### src/rtl/arb_pkg.sv
// -----------------------------------------------------------------------------
// arb_pkg
// Shared definitions for the 4-way round-robin arbiter:
//   arb_state_e  - FSM state encoding (IDLE, GRANT)
//   NREQ         - number of requesters (4)
//   IDX_W        - width of a requester index (2)
//   idx2onehot() - index to one-hot grant vector
// -----------------------------------------------------------------------------
package arb_pkg;

  localparam int NREQ  = 4;
  localparam int IDX_W = 2;

  typedef enum logic {
    IDLE  = 1'b0,
    GRANT = 1'b1
  } arb_state_e;

  function automatic logic [NREQ-1:0] idx2onehot(input logic [IDX_W-1:0] idx);
    logic [NREQ-1:0] oh;
    oh      = '0;
    oh[idx] = 1'b1;
    return oh;
  endfunction

endpackage

### src/rtl/rr_pick4.sv
// -----------------------------------------------------------------------------
// rr_pick4
// Combinational rotated priority selector. The search starts at index ptr and
// proceeds ptr+1, ptr+2, ptr+3 (mod 4); the first set request wins.
// Ports:
//   req   [3:0] in   request vector, bit i = requester i
//   ptr   [1:0] in   highest-priority index
//   valid       out  at least one request is set
//   idx   [1:0] out  index of the winning requester (0 when valid=0)
// -----------------------------------------------------------------------------
module rr_pick4
  import arb_pkg::*;
(
  input  logic [NREQ-1:0]  req,
  input  logic [IDX_W-1:0] ptr,
  output logic             valid,
  output logic [IDX_W-1:0] idx
);

  // rot[k] is the request that sits k places after ptr in search order.
  logic [NREQ-1:0]  rot;
  logic [IDX_W-1:0] off;

  genvar gi;
  generate
    for (gi = 0; gi < NREQ; gi++) begin : g_rot
      // 2-bit addition wraps naturally, giving the mod-4 rotation.
      assign rot[gi] = req[ptr + IDX_W'(gi)];
    end
  endgenerate

  always_comb begin
    off = '0;
    // Walk from the lowest priority upward so the last hit is the first
    // set bit in search order.
    for (int i = NREQ - 1; i >= 0; i--) begin
      if (rot[i]) begin
        off = IDX_W'(i);
      end
    end
  end

  assign valid = |req;
  assign idx   = valid ? (ptr + off) : '0;

endmodule

### src/rtl/arb4_rr.sv
// -----------------------------------------------------------------------------
// arb4_rr
// Four-requester round-robin arbiter with a held grant. A grant is issued from
// IDLE (or directly on release) and kept until the owner asserts done. On
// release the priority pointer moves one past the owner, so the owner is
// searched last and a waiting requester is granted with no idle gap.
//
// Optional feature: define ARB4_RR_TIMEOUT_EN to enable a grant watchdog that
// force-releases a grant after TIMEOUT cycles without done and pulses timeout.
//
// Parameters:
//   TIMEOUT  watchdog limit in GRANT cycles (2..255), used only with the macro
// Ports:
//   clk          in   clock, rising edge
//   rst_n        in   asynchronous active-low reset
//   en           in   enables new grants (does not affect a held grant)
//   req    [3:0] in   level requests
//   done         in   owner releases the resource (ignored in IDLE)
//   gnt    [3:0] out  registered one-hot grant, zero when idle
//   gnt_id [1:0] out  registered index of the granted requester, zero when idle
//   busy         out  high while a grant is held
//   timeout      out  one-cycle pulse after a watchdog release
// -----------------------------------------------------------------------------
module arb4_rr
  import arb_pkg::*;
#(
  parameter int TIMEOUT = 16
) (
  input  logic             clk,
  input  logic             rst_n,
  input  logic             en,
  input  logic [NREQ-1:0]  req,
  input  logic             done,
  output logic [NREQ-1:0]  gnt,
  output logic [IDX_W-1:0] gnt_id,
  output logic             busy,
  output logic             timeout
);

  arb_state_e       state_q, state_d;
  logic [IDX_W-1:0] ptr_q, ptr_d;
  logic [NREQ-1:0]  gnt_q, gnt_d;
  logic [IDX_W-1:0] gnt_id_q, gnt_id_d;

  logic             release_w;
  logic             wd_fire;
  logic [IDX_W-1:0] pick_ptr;
  logic             pick_valid;
  logic [IDX_W-1:0] pick_idx;

  // On a release the search must already use the advanced pointer so the
  // re-arbitration in the same cycle skips the releasing owner first.
  assign release_w = (state_q == GRANT) && (done || wd_fire);
  assign pick_ptr  = release_w ? (gnt_id_q + IDX_W'(1)) : ptr_q;

  rr_pick4 u_pick (
    .req   (req),
    .ptr   (pick_ptr),
    .valid (pick_valid),
    .idx   (pick_idx)
  );

  always_comb begin
    state_d  = state_q;
    ptr_d    = ptr_q;
    gnt_d    = gnt_q;
    gnt_id_d = gnt_id_q;
    case (state_q)
      IDLE: begin
        if (en && pick_valid) begin
          state_d  = GRANT;
          gnt_d    = idx2onehot(pick_idx);
          gnt_id_d = pick_idx;
        end else begin
          gnt_d    = '0;
          gnt_id_d = '0;
        end
      end
      GRANT: begin
        if (release_w) begin
          ptr_d = pick_ptr;
          if (en && pick_valid) begin
            gnt_d    = idx2onehot(pick_idx);
            gnt_id_d = pick_idx;
          end else begin
            state_d  = IDLE;
            gnt_d    = '0;
            gnt_id_d = '0;
          end
        end
      end
      default: begin
        state_d  = IDLE;
        gnt_d    = '0;
        gnt_id_d = '0;
      end
    endcase
  end

  always_ff @(posedge clk or negedge rst_n) begin
    if (!rst_n) begin
      state_q  <= IDLE;
      ptr_q    <= '0;
      gnt_q    <= '0;
      gnt_id_q <= '0;
    end else begin
      state_q  <= state_d;
      ptr_q    <= ptr_d;
      gnt_q    <= gnt_d;
      gnt_id_q <= gnt_id_d;
    end
  end

`ifdef ARB4_RR_TIMEOUT_EN
  localparam logic [7:0] WD_LAST = 8'(TIMEOUT - 1);

  logic [7:0] cnt_q, cnt_d;
  logic       timeout_q, timeout_d;

  // done in the same cycle wins over the watchdog.
  assign wd_fire = (state_q == GRANT) && !done && (cnt_q == WD_LAST);

  always_comb begin
    cnt_d     = cnt_q;
    timeout_d = wd_fire;
    if (state_q == GRANT && !release_w) begin
      cnt_d = cnt_q + 8'd1;
    end else begin
      // Any new grant (from IDLE or on release) starts a fresh count.
      cnt_d = '0;
    end
  end

  always_ff @(posedge clk or negedge rst_n) begin
    if (!rst_n) begin
      cnt_q     <= '0;
      timeout_q <= 1'b0;
    end else begin
      cnt_q     <= cnt_d;
      timeout_q <= timeout_d;
    end
  end

  assign timeout = timeout_q;
`else
  assign wd_fire = 1'b0;
  assign timeout = 1'b0;

  // TIMEOUT has no effect in this build; the empty block only flags a
  // value outside its legal range during elaboration review.
  if (TIMEOUT < 2 || TIMEOUT > 255) begin : g_timeout_out_of_range
  end
`endif

  assign gnt    = gnt_q;
  assign gnt_id = gnt_id_q;
  assign busy   = (state_q == GRANT);

endmodule

### config.mk
export PLATFORM = sky130hd
export DESIGN_NAME = arb4_rr
export DESIGN_NICKNAME = d
export VERILOG_FILES = /design/src/rtl/arb_pkg.sv /design/src/rtl/rr_pick4.sv /design/src/rtl/arb4_rr.sv
export SDC_FILE = /design/constraint.sdc
export NUM_CORES = 1
export LEC_CHECK = 0
export CORE_MARGIN = 2
export CORE_UTILIZATION = 46
export DETAILED_ROUTE_END_ITERATION = 8
export HOLD_SLACK_MARGIN = 0.08
export PLACE_DENSITY = 0.83
export SLEW_MARGIN = 20
export SYNTH_ARGS = -nofsm -noshare
export SYNTH_HDL_FRONTEND = slang
export SYNTH_SLANG_ARGS = --single-unit
### constraint.sdc
create_clock -name clk -period 1.9 [get_ports clk]
set_input_delay 0.38 -clock clk [delete_from_list [all_inputs] [get_ports clk]]
set_output_delay 0.38 -clock clk [all_outputs]
set_load 0.05 [all_outputs]
**After elaboration in Yosys (flattened, before gate mapping)**

Cells that the tools add are included.

- Flip-flop bits (word level): 9
- Input port bits: 8
- Word-level logic and storage cells: 47

- $add $sub $neg: 5
- $lt $le $gt $ge: 6
- Eq/ne operators: 1
- Multiplexer cells: 25
- Bitwise gates (word level): 1
- Reductions and logical operators: 5

Operators by type and width:

| kind | number |
|---|---|
| 2-bit 2-to-1 mux | 8 |
| 2-bit by 3-bit less-than comparator with 1-bit output (second input constant) | 5 |
| 1-bit binary-select mux with 2-bit select | 4 |
| 4-bit 2-to-1 mux | 2 |
| 4-bit one-hot mux with 2 select lines | 1 |
| 1-bit 2-to-1 mux | 7 |
| 2-bit by 1-bit adder with 2-bit output (second input constant) | 2 |
| 2-bit adder (second input constant) | 2 |
| 2-bit one-hot mux with 2 select lines | 1 |
| 4-bit OR reduction | 1 |
| 1-bit logical AND | 3 |
| 2-bit adder | 1 |
| 1-bit demux with 2-bit select | 1 |
| 2-bit by 1-bit >= comparator with 1-bit output (second input constant) | 1 |
| 2-bit by 1-bit != test with 1-bit output (second input constant) | 1 |
| 1-bit one-hot mux with 2 select lines | 1 |
| 2-bit AND reduction | 1 |
| 1-bit NOT | 1 |

**Depth between registers and ports, before layout**

- Depth after elaboration: 18
- Mapped depth: 6

**By module**

A second synthesis with hierarchy kept.

- Cell total of the unflattened synthesis: 63
- Area total of the unflattened synthesis: 640.6 um^2

Modules (own cells, without submodules):

| module | instances | cells an instance | area an instance (um^2) | sequential area each (um^2) |
|---|---|---|---|---|
| arb4_rr | 1 | 35 | 442.9 | 225.2 |
| rr_pick4 | 1 | 28 | 197.7 | 0.0 |

**Least setup slack after synthesis**

Ideal clock, no wire load.

- Path type: reg-to-reg
- From: register gnt_id_q[0], in the netlist gnt_id[0]
- To: register gnt_id_q[1], in the netlist gnt_id[1]
- Setup time: 125 ps
- Arrival: 1743 ps
- Required time: 1775 ps
- Slack: 32 ps
- Stages on the path, launching flop included: 7
- Period minus slack after synthesis: 1868 ps
- Cell sequence: dfrtp_1 -> buf_6 -> xnor2_1 -> a21o_2 -> a21oi_1 -> o311a_1 -> mux2_4

- Longest elaborated chain between the ends: 14
- Elaborated cells on any way between the ends: 22

Ends and longest elaborated chain:

| item | RTL line | text |
|---|---|---|
| start, declared | arb4_rr.sv:43 | `logic [IDX_W-1:0] gnt_id_q, gnt_id_d;` |
| start signal, assigned | arb4_rr.sv:110 | `gnt_id_q <= gnt_id_d;` |
| 2-bit by 1-bit adder with 2-bit output * | arb4_rr.sv:54 | `assign pick_ptr = release_w ? (gnt_id_q + IDX_W'(1)) : ptr_q;` |
| 2-bit 2-to-1 mux * | arb4_rr.sv:54 |  |
| 2-bit adder | rr_pick4.sv:28 | `assign rot[gi] = req[ptr + IDX_W'(gi)];` |
| 1-bit binary-select mux with 2-bit select | rr_pick4.sv:28 |  |
| 1-bit 2-to-1 mux (not written as such) | rr_pick4.sv:28 |  |
| 2-bit 2-to-1 mux (4 in series) | rr_pick4.sv:37 | `if (rot[i]) begin` |
| 2-bit adder * | rr_pick4.sv:44 | `assign idx = valid ? (ptr + off) : '0;` |
| 2-bit 2-to-1 mux * | rr_pick4.sv:44 |  |
| 2-bit 2-to-1 mux * | arb4_rr.sv:70, arb4_rr.sv:82 |  |
| 2-bit 2-to-1 mux | arb4_rr.sv:80 | `if (release_w) begin` |
| 2-bit one-hot mux with 2 select lines * | arb4_rr.sv:68 | `case (state_q)` |

Mark *: on every way between the ends. The rest lies on a longest branch, timed or not. The select of a mux whose other input is x is not followed.
A chain may end at the register's enable or synchronous reset.

**Worst setup path after layout**

- From: input port done
- To: register gnt_id_q[1], in the netlist gnt_id[1]

- Longest elaborated chain between the ends: 14
- Elaborated cells on any way between the ends: 23

Ends and longest elaborated chain:

| item | RTL line | text |
|---|---|---|
| start, declared | arb4_rr.sv:33 | `input logic done,` |
| 1-bit logical AND * | arb4_rr.sv:53 | `assign release_w = (state_q == GRANT) && (done \|\| wd_fire);` |
| 2-bit 2-to-1 mux | arb4_rr.sv:54 |  |
| 2-bit adder | rr_pick4.sv:28 |  |
| 1-bit binary-select mux with 2-bit select | rr_pick4.sv:28 |  |
| 1-bit 2-to-1 mux (not written as such) | rr_pick4.sv:28 |  |
| 2-bit 2-to-1 mux (4 in series) | rr_pick4.sv:37 |  |
| 2-bit adder | rr_pick4.sv:44 |  |
| 2-bit 2-to-1 mux | rr_pick4.sv:44 |  |
| 2-bit 2-to-1 mux | arb4_rr.sv:70, arb4_rr.sv:82 |  |
| 2-bit 2-to-1 mux | arb4_rr.sv:80 |  |
| 2-bit one-hot mux with 2 select lines | arb4_rr.sv:68 |  |

Marks and branches as above.

==> metrics <==
Slew Viols, Final=0; TritonCTS clock tree=done; Final nets=between 100 and 150; required time worst endpoint=slightly above 2 ns; XOR/XNOR Fraction of Synth Area=0.0142; flop-to-flop setup slack=0.21 ns; ANT cells=0; largest net degree at the start of global routing=11; area leader, netlist=dfrtp_1; Hold Crit Class=input port to asynchronous set/reset pin; post-DP HPWL=about 1100 um; placed insts=a little over 100; first-pass GRT wire length=2330 um; CTS root buffer=clkbuf_4; Static Leak=around 0.38 nW; WL final=approximately 1400 um; main combinational cell family by area after synthesis=compound AO/OA/AOI/OAI gates; average vias per placed instance=roughly 5.5; fin crit share=0.955; Std-Cell Rows=13; cts hold-fix bufs=0; Mapped Nets=76; initial antenna violation count=0; CP max FO=10; Synth cell types=36; clock slew at reported path FFs=approximately 0.06 ns; multiplexer share of the synthesized area=0.0243; P&R area growth vs syn=34.9%; status=complete, no violations; vias in the first global route=roughly 550; Clock Sinks=9; Syn Area/Cell=between 9 and 10 um2; IO Pins=16; Setup crit end kind=flop; DRC viols=0; Setup Buffers After CTS=0; Final min period=approximately 1.8 ns; IO buf count=14; unrepaired setup endpoints after global routing=false; Max Clock Freq=around 550 MHz; GPL Wtd Cong=0.827; core area=~1300 um2; MaxCap Viol Count=0; fraction of layout cells with a size suffix above 1=0.261; setup violators final=0; DRT iter0 DRCs=10; Worst EP arrival=~2 ns; GRT Overall Usage=0.221; Initial DRT Pass Iterations=4; Synth top area share=0.365; Vias=approximately 600; Power per Cell Area=851 nW/um2; Cells after Synth=just under 70; Adder-Cell Fraction of Synth Area=0; fin util=0.656; final antenna-violating net count=0; top post-synthesis cells by area=dfrtp_1 37%, a21oi_1 4.1%, o21ai_0 4.1%; Max VDD drop=approximately 510 uV; Final Hold Viols=0; H-tree level count=1; post-DR wirelength/cell=~14 um; critical path class=input port to flop; Seq cells post-synth=9; Tot Pwr=approximately 0.71 mW; Layout Cells excl Fill=between 100 and 150; simple-gate share of the synthesized area=0.241; Starting Density=0.486; Num CTS Buffers=3; compound-gate portion of the synthesized area=0.276; clk_lat worst skew=about 0.26 ns; startpoint types=input port; Longest Clk Path Bufs=2; Cell Area, Synth=roughly 600 um2; post-CTS sizing=0; Die Wd=slightly above 40 um; die area=1650 um2; Fin Clk Skew=~0.0011 ns; register area share after synthesis=0.365; synth warn=0; Die Ht=~41 um; grt ovf=0
==> worst max-delay path, stage by stage <==
cell and delay (ns):
clkdlybuf4s50_1 0.54, and2_4 0.23, a21o_2 0.16, a21oi_1 0.07, o311a_1 0.32, mux2_4 0.26
==> logic make-up after synthesis <==
logic type      count (synthesis)
xor+xnor                        1
simple gates                   25
buf+inv                         6
flops                           9
mux                             1
compound gates                 25
other cells                     1
==> cell usage after synthesis (all sizes together) <==
cell and n:
clkbuf 1, a21oi 5, buf 3, o31ai 4, o21bai 1, a22o 1, nor2b 2, nor2 2
nand2 6, nand3 2, conb 1, mux2 1, and2 1, a211oi 2, or2b 1, a22oi 1
or2 1, a21o 1, o311a 1, inv 2, nand4b 1, a31oi 1, and2b 1, nor3b 2
and3 3, a32o 1, o21ai 7, nand4 2, and3b 1, xnor2 1, dfrtp 9
==> layer usage <==
layer,global-route usage,vias to the layer above,share of wire
met1,0.263,268,0.45
met2,0.369,16,0.48
met5,0,-,0
li1,-,300,-
met4,0.0250,0,0.0090
met3,0.109,2,0.058
==> power by group <==
group	switching [mW]	internal, mW	leakage [nW]
Combinational	0.178	0.130	0.255
Clock	0.0646	0.0808	0.0150
Sequential	0.0334	0.221	0.112
==> through the flow <==
step | area [um2] | hold slack [ns] | setup TNS [ns] | setup WS [ns]
finish | 832 | 0.409 | 0 | 0.0859
global route | 832 | 0.426 | 0 | 0.00509
CTS | 832 | 0.410 | 0 | 0.0864
detailed placement | 806 | 0.476 | -0.714 | -0.174
global placement | 806 | 0.467 | -0.501 | -0.118
floorplan | 617 | 0.0844 | 0 | 0.0321
==> flip-flops by register name, indices dropped and copies added (netlist names) <==
| register | flops |
|---|---|
| gnt | 4 |
| gnt_id | 2 |
| ptr_q | 2 |
| busy | 1 |
==> final timing paths <==
kind | from | endpoint | cells past startpoint
worst max-delay path | done | gnt_id[1] | 6
min in group clk | gnt[3] | gnt[3] | 2
worst min-delay path | rst_n | gnt[2] | 1
max in group asynchronous | rst_n | gnt[3] | 1
worst max register to register | gnt_id[0] | gnt_id[1] | 5
worst min register to register | gnt[3] | gnt[3] | 2
==> area by class of cell <==
cell class | count | area (um2)
Timing Repair Buffer | 24 | 208
Fill cell | 104 | 437
Multi-Input combinational cell | 53 | 347
Sequential cell | 9 | 225
Clock buffer | 4 | 26.3
Tap cell | 15 | 18.8
Inverter | 2 | 7.51
==> layout by cell type (no fill, tap or decap), types with 2 or more instances in the layout <==
cell type,count
inv_1,2
nor2_1,2
o21ai_0,4
a21oi_1,5
dfrtp_1,9
nor3b_1,2
nand2_1,6
nor2b_1,2
clkdlybuf4s50_1,11
a211oi_1,2
o31ai_1,3
buf_4,13
and3_2,2
nand3_1,2
clkbuf_4,3
o21ai_1,3
nand4_1,2
Note: power is estimated with default switching activity, not from simulation.
